--- src/rtl/sha256_msg_schedule_if.sv ---
// ---------------------------------------------------------------------------
// sha256_msg_schedule_if
//   Bundles the word-load handshake and the round-stream outputs of the
//   SHA-256 message-schedule stage.
//
//   Optional feature macro: SCHED_STALL_EN (adds i_stall).
//
//   Signals:
//     i_word_valid   message word valid
//     i_word[31:0]   message word, W[0] first
//     o_word_ready   stage accepts a word (idle)
//     i_next         release a finished schedule
//     o_w[31:0]      W[t] for t = o_count
//     o_k[31:0]      K[t] for t = o_count
//     o_count        round index 0..63, then 64, then 65 (held)
//     o_padding_done block loaded, schedule valid
//     o_done         all rounds emitted
//     i_stall        (SCHED_STALL_EN only) freeze the round stream
//
//   Modports:
//     slave  - the schedule stage itself
//     master - the word source / round consumer
// ---------------------------------------------------------------------------
interface sha256_msg_schedule_if #(
    parameter int CNT_W = 7
);
    logic             i_word_valid;
    logic [31:0]      i_word;
    logic             o_word_ready;
    logic             i_next;
    logic [31:0]      o_w;
    logic [31:0]      o_k;
    logic [CNT_W-1:0] o_count;
    logic             o_padding_done;
    logic             o_done;
`ifdef SCHED_STALL_EN
    logic             i_stall;
`endif

    modport slave (
`ifdef SCHED_STALL_EN
        input  i_stall,
`endif
        input  i_word_valid, i_word, i_next,
        output o_word_ready, o_w, o_k, o_count, o_padding_done, o_done
    );

    modport master (
`ifdef SCHED_STALL_EN
        output i_stall,
`endif
        output i_word_valid, i_word, i_next,
        input  o_word_ready, o_w, o_k, o_count, o_padding_done, o_done
    );
endinterface

--- src/rtl/sha256_msg_schedule.sv ---
// ---------------------------------------------------------------------------
// sha256_msg_schedule
//   SHA-256 message schedule. Loads one padded 512-bit block as 16 words,
//   then streams W[t]/K[t] with round index t, one round per cycle, to the
//   compression rounds. W[16..63] are produced in place in a 16-word
//   circular buffer; K[t] comes from an internal constant ROM.
//
//   Optional feature macro: SCHED_STALL_EN
//     defined   : bus.i_stall freezes PRIME/RUN (state, count, outputs, buffer)
//     undefined : no stall input, the schedule advances every cycle
//
//   Ports:
//     i_clk  clock
//     i_rst  synchronous reset, active low
//     bus    sha256_msg_schedule_if.slave (load handshake + round stream)
// ---------------------------------------------------------------------------
module sha256_msg_schedule #(
    parameter int NUM_ROUNDS = 64,
    parameter int CNT_W      = 7
) (
    input  logic                     i_clk,
    input  logic                     i_rst,
    sha256_msg_schedule_if.slave     bus
);
    localparam int T_W = $clog2(NUM_ROUNDS);

    localparam logic [CNT_W-1:0] CNT_LAST = CNT_W'(NUM_ROUNDS - 1);
    localparam logic [CNT_W-1:0] CNT_END  = CNT_W'(NUM_ROUNDS);
    localparam logic [CNT_W-1:0] CNT_DONE = CNT_W'(NUM_ROUNDS + 1);

    localparam logic [31:0] K_ROM [0:63] = '{
        32'h428a2f98, 32'h71374491, 32'hb5c0fbcf, 32'he9b5dba5,
        32'h3956c25b, 32'h59f111f1, 32'h923f82a4, 32'hab1c5ed5,
        32'hd807aa98, 32'h12835b01, 32'h243185be, 32'h550c7dc3,
        32'h72be5d74, 32'h80deb1fe, 32'h9bdc06a7, 32'hc19bf174,
        32'he49b69c1, 32'hefbe4786, 32'h0fc19dc6, 32'h240ca1cc,
        32'h2de92c6f, 32'h4a7484aa, 32'h5cb0a9dc, 32'h76f988da,
        32'h983e5152, 32'ha831c66d, 32'hb00327c8, 32'hbf597fc7,
        32'hc6e00bf3, 32'hd5a79147, 32'h06ca6351, 32'h14292967,
        32'h27b70a85, 32'h2e1b2138, 32'h4d2c6dfc, 32'h53380d13,
        32'h650a7354, 32'h766a0abb, 32'h81c2c92e, 32'h92722c85,
        32'ha2bfe8a1, 32'ha81a664b, 32'hc24b8b70, 32'hc76c51a3,
        32'hd192e819, 32'hd6990624, 32'hf40e3585, 32'h106aa070,
        32'h19a4c116, 32'h1e376c08, 32'h2748774c, 32'h34b0bcb5,
        32'h391c0cb3, 32'h4ed8aa4a, 32'h5b9cca4f, 32'h682e6ff3,
        32'h748f82ee, 32'h78a5636f, 32'h84c87814, 32'h8cc70208,
        32'h90befffa, 32'ha4506ceb, 32'hbef9a3f7, 32'hc67178f2
    };

    typedef enum logic [1:0] {
        S_IDLE,
        S_PRIME,
        S_RUN,
        S_DONE
    } state_t;

    function automatic logic [31:0] f_sigma0(input logic [31:0] x);
        return {x[6:0], x[31:7]} ^ {x[17:0], x[31:18]} ^ (x >> 3);
    endfunction

    function automatic logic [31:0] f_sigma1(input logic [31:0] x);
        return {x[16:0], x[31:17]} ^ {x[18:0], x[31:19]} ^ (x >> 10);
    endfunction

    state_t           r_state;
    state_t           w_state_next;
    logic [3:0]       r_load_cnt;
    logic [CNT_W-1:0] r_count;
    logic [31:0]      r_w;
    logic [31:0]      r_k;
    logic             r_padding_done;
    logic             r_done;
    logic [31:0]      r_buf [0:15];

    logic             w_take;
    logic             w_advance;
    logic             w_emit;
    logic [T_W-1:0]   w_t;
    logic [3:0]       w_idx_t;
    logic [3:0]       w_idx_m2;
    logic [3:0]       w_idx_m7;
    logic [3:0]       w_idx_m15;
    logic [31:0]      w_sched;
    logic [31:0]      w_w_next;
    logic             w_buf_we;
    logic [3:0]       w_buf_idx;
    logic [31:0]      w_buf_wdata;

    assign w_take = bus.i_word_valid && (r_state == S_IDLE);

`ifdef SCHED_STALL_EN
    assign w_advance = !bus.i_stall;
`else
    assign w_advance = 1'b1;
`endif

    // w_t is the round that the next RUN advance will present.
    assign w_t       = r_count[T_W-1:0] + T_W'(1);
    assign w_emit    = (r_state == S_RUN) && w_advance && (r_count < CNT_LAST);

    // Circular-buffer taps: buf[t&15] still holds W[t-16] until overwritten.
    assign w_idx_t   = w_t[3:0];
    assign w_idx_m2  = w_t[3:0] - 4'd2;
    assign w_idx_m7  = w_t[3:0] - 4'd7;
    assign w_idx_m15 = w_t[3:0] + 4'd1;

    assign w_sched = f_sigma1(r_buf[w_idx_m2]) + r_buf[w_idx_m7]
                   + f_sigma0(r_buf[w_idx_m15]) + r_buf[w_idx_t];

    assign w_w_next = (w_t < T_W'(16)) ? r_buf[w_idx_t] : w_sched;

    always_comb begin
        w_buf_we    = 1'b0;
        w_buf_idx   = r_load_cnt;
        w_buf_wdata = bus.i_word;
        if (w_take) begin
            w_buf_we = 1'b1;
        end else if (w_emit && (w_t >= T_W'(16))) begin
            w_buf_we    = 1'b1;
            w_buf_idx   = w_idx_t;
            w_buf_wdata = w_sched;
        end
    end

    // Buffer contents survive reset; only the write is suppressed.
    always_ff @(posedge i_clk) begin
        if (i_rst && w_buf_we) begin
            r_buf[w_buf_idx] <= w_buf_wdata;
        end
    end

    always_ff @(posedge i_clk) begin
        if (!i_rst) begin
            r_state <= S_IDLE;
        end else begin
            r_state <= w_state_next;
        end
    end

    always_comb begin
        w_state_next = r_state;
        case (r_state)
            S_IDLE: begin
                if (w_take && (r_load_cnt == 4'd15)) begin
                    w_state_next = S_PRIME;
                end
            end
            S_PRIME: begin
                if (w_advance) begin
                    w_state_next = S_RUN;
                end
            end
            S_RUN: begin
                if (w_advance && (r_count == CNT_END)) begin
                    w_state_next = S_DONE;
                end
            end
            S_DONE: begin
                if (bus.i_next) begin
                    w_state_next = S_IDLE;
                end
            end
            default: w_state_next = S_IDLE;
        endcase
    end

    always_ff @(posedge i_clk) begin
        if (!i_rst) begin
            r_load_cnt     <= '0;
            r_count        <= '0;
            r_w            <= '0;
            r_k            <= '0;
            r_padding_done <= 1'b0;
            r_done         <= 1'b0;
        end else begin
            case (r_state)
                S_IDLE: begin
                    if (w_take) begin
                        r_load_cnt <= r_load_cnt + 4'd1;
                        // Last word: word 0 is already in the buffer, so
                        // round 0 can be presented during PRIME.
                        if (r_load_cnt == 4'd15) begin
                            r_count        <= '0;
                            r_w            <= r_buf[0];
                            r_k            <= K_ROM[0];
                            r_padding_done <= 1'b1;
                        end
                    end
                end
                S_PRIME: begin
                    // Round 0 stays on the outputs through the first RUN cycle.
                end
                S_RUN: begin
                    if (w_advance) begin
                        if (r_count < CNT_LAST) begin
                            r_count <= CNT_W'(w_t);
                            r_w     <= w_w_next;
                            r_k     <= K_ROM[w_t];
                        end else if (r_count == CNT_LAST) begin
                            r_count <= CNT_END;
                        end else begin
                            r_count <= CNT_DONE;
                            r_done  <= 1'b1;
                        end
                    end
                end
                S_DONE: begin
                    if (bus.i_next) begin
                        r_count        <= '0;
                        r_padding_done <= 1'b0;
                        r_done         <= 1'b0;
                    end
                end
                default: ;
            endcase
        end
    end

    assign bus.o_word_ready   = (r_state == S_IDLE);
    assign bus.o_w            = r_w;
    assign bus.o_k            = r_k;
    assign bus.o_count        = r_count;
    assign bus.o_padding_done = r_padding_done;
    assign bus.o_done         = r_done;
endmodule

--- src/flat_wrapper.sv ---
// flat-port wrapper written by rule: the top's interface ports become plain ports
module sha256_msg_schedule_flat 
#(
    parameter int NUM_ROUNDS = 64,
    parameter int CNT_W      = 7
)
  (i_clk, i_rst, bus_i_word_valid, bus_i_word, bus_i_next, bus_o_word_ready, bus_o_w, bus_o_k, bus_o_count, bus_o_padding_done, bus_o_done);
  sha256_msg_schedule_if #(.CNT_W(CNT_W)) bus_i ();
  input  logic i_clk;
  input  logic i_rst;
  input wire logic [$bits(bus_i.i_word_valid)-1:0] bus_i_word_valid;
  input wire logic [$bits(bus_i.i_word)-1:0] bus_i_word;
  input wire logic [$bits(bus_i.i_next)-1:0] bus_i_next;
  output wire logic [$bits(bus_i.o_word_ready)-1:0] bus_o_word_ready;
  output wire logic [$bits(bus_i.o_w)-1:0] bus_o_w;
  output wire logic [$bits(bus_i.o_k)-1:0] bus_o_k;
  output wire logic [$bits(bus_i.o_count)-1:0] bus_o_count;
  output wire logic [$bits(bus_i.o_padding_done)-1:0] bus_o_padding_done;
  output wire logic [$bits(bus_i.o_done)-1:0] bus_o_done;
  assign bus_i.i_word_valid = bus_i_word_valid;
  assign bus_i.i_word = bus_i_word;
  assign bus_i.i_next = bus_i_next;
  assign bus_o_word_ready = bus_i.o_word_ready;
  assign bus_o_w = bus_i.o_w;
  assign bus_o_k = bus_i.o_k;
  assign bus_o_count = bus_i.o_count;
  assign bus_o_padding_done = bus_i.o_padding_done;
  assign bus_o_done = bus_i.o_done;
  sha256_msg_schedule #(.NUM_ROUNDS(NUM_ROUNDS), .CNT_W(CNT_W)) u_core (.i_clk(i_clk), .i_rst(i_rst), .bus(bus_i));
endmodule
--- config.mk ---
export PLATFORM = sky130hd
export DESIGN_NAME = sha256_msg_schedule_flat
export DESIGN_NICKNAME = d
export VERILOG_FILES = /design/src/rtl/sha256_msg_schedule_if.sv /design/src/rtl/sha256_msg_schedule.sv /design/src/flat_wrapper.sv
export SDC_FILE = /design/constraint.sdc
export NUM_CORES = 2
export LEC_CHECK = 0
export ABC_AREA = 0
export BUFFER_PORTS_ARGS = -buffer_cell sky130_fd_sc_hd__clkbuf_2
export CELL_PAD_IN_SITES_DETAIL_PLACEMENT = 0
export CELL_PAD_IN_SITES_GLOBAL_PLACEMENT = 1
export CORE_MARGIN = 4
export CORE_UTILIZATION = 48
export CTS_BUF_LIST = sky130_fd_sc_hd__clkbuf_16
export DETAILED_ROUTE_END_ITERATION = 8
export GPL_TIMING_DRIVEN = 0
export HOLD_SLACK_MARGIN = 0.08
export PLACE_DENSITY = 0.9
export SLEW_MARGIN = 20
export SYNTH_ARGS = -nofsm -noshare
export SYNTH_HDL_FRONTEND = slang
export SYNTH_SLANG_ARGS = --single-unit
--- constraint.sdc ---
create_clock -name i_clk -period 8.79 [get_ports i_clk]
set_input_delay 0.4395 -clock i_clk [delete_from_list [all_inputs] [get_ports i_clk]]
set_output_delay 0.4395 -clock i_clk [all_outputs]
set_load 0.02 [all_outputs]
==> metrics.txt <==
worst setup slack after layout=-144 ps; num ports=110; maximum number of pins on one net before global-route repair=20; launch point of the critical path=u_core.bus.o_count[0]; Longest Clk Path Bufs=3; type of destination of the critical path=register; floorplan die area=84,300 um^2; Hold Path Origin=bus_i_next; routed len/inst=45.9 um; most common cell in the synthesized netlist=edfxtp_1; First DRT Iteration DRCs=7,480; Hold Fails Final Rpt=0; leakage power of the design=14.8 nW; final estimated routing congestion in global placement=1.08; critical-path cell with the highest stage delay=fa_1; # nets final=3,335; Port Buffers=109; First-pass DRT Iterations=9; min-delay worst type=in -> reg; Async SR Flop Fraction=0%; number of clock sinks=591; number of buffers created by CTS=60; relative area change from synthesis to final layout=16.9%; Adder-Cell Fraction of Synth Area=4.88%; Worst path max stage delay=530 ps; Initial Utilization=48.5%; worst-case hold slack=117 ps; final core occ=56.7%; terminating pin of the worst hold path=u_core.bus.o_done; dominant combinational cell family by area after synthesis=multiplexers; most instantiated cells after synthesis=edfxtp_1 (512), mux4_2 (341), nor2_1 (204), nand2_1 (201), mux2i_1 (197); result of the run=finished with violations; headroom to the max-slew limit=10.1%; GRT Total Usage=45.0%; Setup crit start kind=register; worst reg2reg path startpoint=u_core.bus.o_count[0]; crit path buf inv count=10; Primary FF master, synth=edfxtp_1; slew at the pin closest to its max-slew limit=1340 ps; remaining global-route overflow=0; number of pins with negative max-slew slack in the final report=0; Vert. Die Dim=290 um; area fraction in and, or, nand and nor cells after synthesis=6.30%; setup TNS=-6350 ps; DRC violation count after routing=0; Worst EP arrival=9350 ps; final HPWL from detailed placement=144,000 um; root buffer selected by CTS=clkbuf_16; total of endpoints with negative setup slack in the final report=109; first-pass GRT wire length=263,000 um; critical path fanouts, max=18; Core Rows=103; synthesized instance count=2,960; net count of the mapped netlist=3,108; failing checks=setup timing; remaining number of nets flagged by the antenna check after routing=0; multiplexer area fraction after synthesis=26.8%; Worst Clk Skew=53.2 ps; flop-to-flop setup slack=-140 ps; number of levels in the clock H-tree=2; library cell occupying the most area in the post-synthesis netlist=edfxtp_1; required time at the endpoint of the critical path=9200 ps; cts-stage hold buffer count=0; Max Fclk=0.112 GHz; cell depth of the worst flop-to-flop path=27; initial antenna violation count=10; post-route cell area=44,800 um^2; Clk Latency, worst-skew pair=690 ps; sequential element share of the synthesized area=44.3%; WL final=197,000 um; count of warnings emitted by yosys=0; Most common cell on crit path=fa_1; total placed instance area=41,300 um^2; dominant delay contributor by cell family on the critical path=buffers and inverters; synthesized-area fraction occupied by ao, oa, aoi and oai cells=9.75%; CTS clock-pin slew for the worst setup and hold paths=70 ps; number of global-route vias before repair=31,300; Power per Cell Area=137 nW/um^2; top-area cell type share of the netlist area=40.2%; final critical path time including I/O delays and setup=8930 ps; Area contributors post-synth=edfxtp_1 (40%), mux4_2 (20%), mux2i_1 (5.2%); Chip Width=290 um; number of vias per cell=7.82; count of flip-flops with a built-in enable after synthesis=512; startpoint-to-endpoint class of the critical path=reg -> reg; ratio of final minimum period to clock period=102%; area of the mapped netlist=38,300 um^2; Hold Path Depth=4; fraction of layout instances using a drive strength above 1=29.0%; FF+latch count, synth=591; xor and xnor fraction of the mapped netlist area=3.84%; IR drop worst, VDD=0.000154 V; CTS tree=yes; via count=33,600; Reg-to-Reg End=u_core.r_buf[15][31]; count of maximum capacitance violations=0; Cell variety after synth=74; synthesized area divided by synthesized cell count=12.9 um^2; standard cell core area=79,000 um^2; Tot Pwr=6.12 mW
layout make-up:
cell class / count / area (um^2)
fill: 6321 / 34200
multi-input combinational: 2013 / 20900
sequential: 591 / 17000
timing repair buffer: 171 / 1750
clock buffer: 60 / 1500
buffer: 242 / 1490
tap: 1050 / 1310
inverter: 108 / 434
clock inverter: 50 / 394
antenna: 7 / 17.5
registers in the layout, indices dropped and copies added (netlist names):
signal                     count
u_core.bus.o_w                32
u_core.bus.o_k                32
u_core.r_buf                 512
u_core.r_load_cnt              4
u_core.bus.o_done              1
u_core.r_state                 2
u_core.bus.o_padding_done      1
u_core.bus.o_count             7
tightest hold or removal path: cells and delay by family:
| kind | cells | cell delay, ps |
|---|---|---|
| AOI/OAI and AO/OA | 1 | 60 |
| and+or+nand+nor | 2 | 130 |
| buffers and inverters | 1 | 100 |
power breakdown:
group          internal [mW]  total [mW]  switching, mW
logic                  0.152       0.482          0.330
clock network           1.36        2.55           1.19
registers               3.06        3.09         0.0290
total                   4.57        6.12           1.55
layer usage:
metal | vias to the layer above | part of all wire (%) | GRT usage [%]
met5 | - | 0.21 | 1.36
met4 | 16 | 9.3 | 28.3
met3 | 1140 | 19 | 23.8
met2 | 4091 | 40 | 62.0
met1 | 16200 | 32 | 55.3
li1 | 12100 | - | -
stage by stage:
stage / setup WS (ps) / std cells
floorplan: 11.6 / 2960
global placement: -7530 / 4119
detailed placement: -5980 / 4161
CTS: 10.4 / 4280
global route: -147 / 4285
finish: -144 / 4292
placed cells by master, fill, tap and decap left out, types with 32 or more instances in the layout:
cell       synthesis  routed
o22ai_1           48      48
clkbuf_2           0     124
mux2i_4            0      32
buf_2             55      46
ha_1              50      45
mux4_2           341     341
xor2_1            49      43
a21oi_1          164     152
dfxtp_1           79      76
fa_1              62      62
nor2_1           204     184
mux2i_1          197     138
mux2_2            39      37
buf_4             34      55
xnor2_1          112      97
nor3_1            47      47
edfxtp_1         512     512
nand3_1           45      44
nand2_1          201     199
o211ai_1          40      40
clkbuf_16          0      62
inv_1            103     115
o21ai_0          136     118
clkbuf_1         123      90
worst max path at each step:
| stage | endpoint | slack, ps | cells after the start |
|---|---|---|---|
| after floorplan | u_core.r_buf[0][26] | 10 | 31 |
| after global placement | u_core.r_buf[12][14] | -7530 | 27 |
| after detailed placement | u_core.r_buf[8][28] | -5980 | 29 |
| after CTS | u_core.r_buf[15][31] | 10 | 30 |
| after global routing | u_core.r_buf[5][28] | -150 | 30 |
| final | u_core.r_buf[15][31] | -140 | 27 |
logic make-up (layout without fill, tap and decap cells):
family | count (synthesis) | count (layout)
adder cells (fa/ha/maj) | 112 | 112
other | 0 | 7
AO/OA/AOI/OAI | 591 | 591
multiplexers | 583 | 583
buffers and inverters | 356 | 631
AND/OR/NAND/NOR | 563 | 563
XOR/XNOR | 164 | 164
flip-flops | 591 | 591
timing repair:
action	CTS	global route
pin swaps	10	10
setup buffers	12	8
gates resized for setup	220	83
setup endpoints to repair	544	285
(Power assumes the default switching activity.)
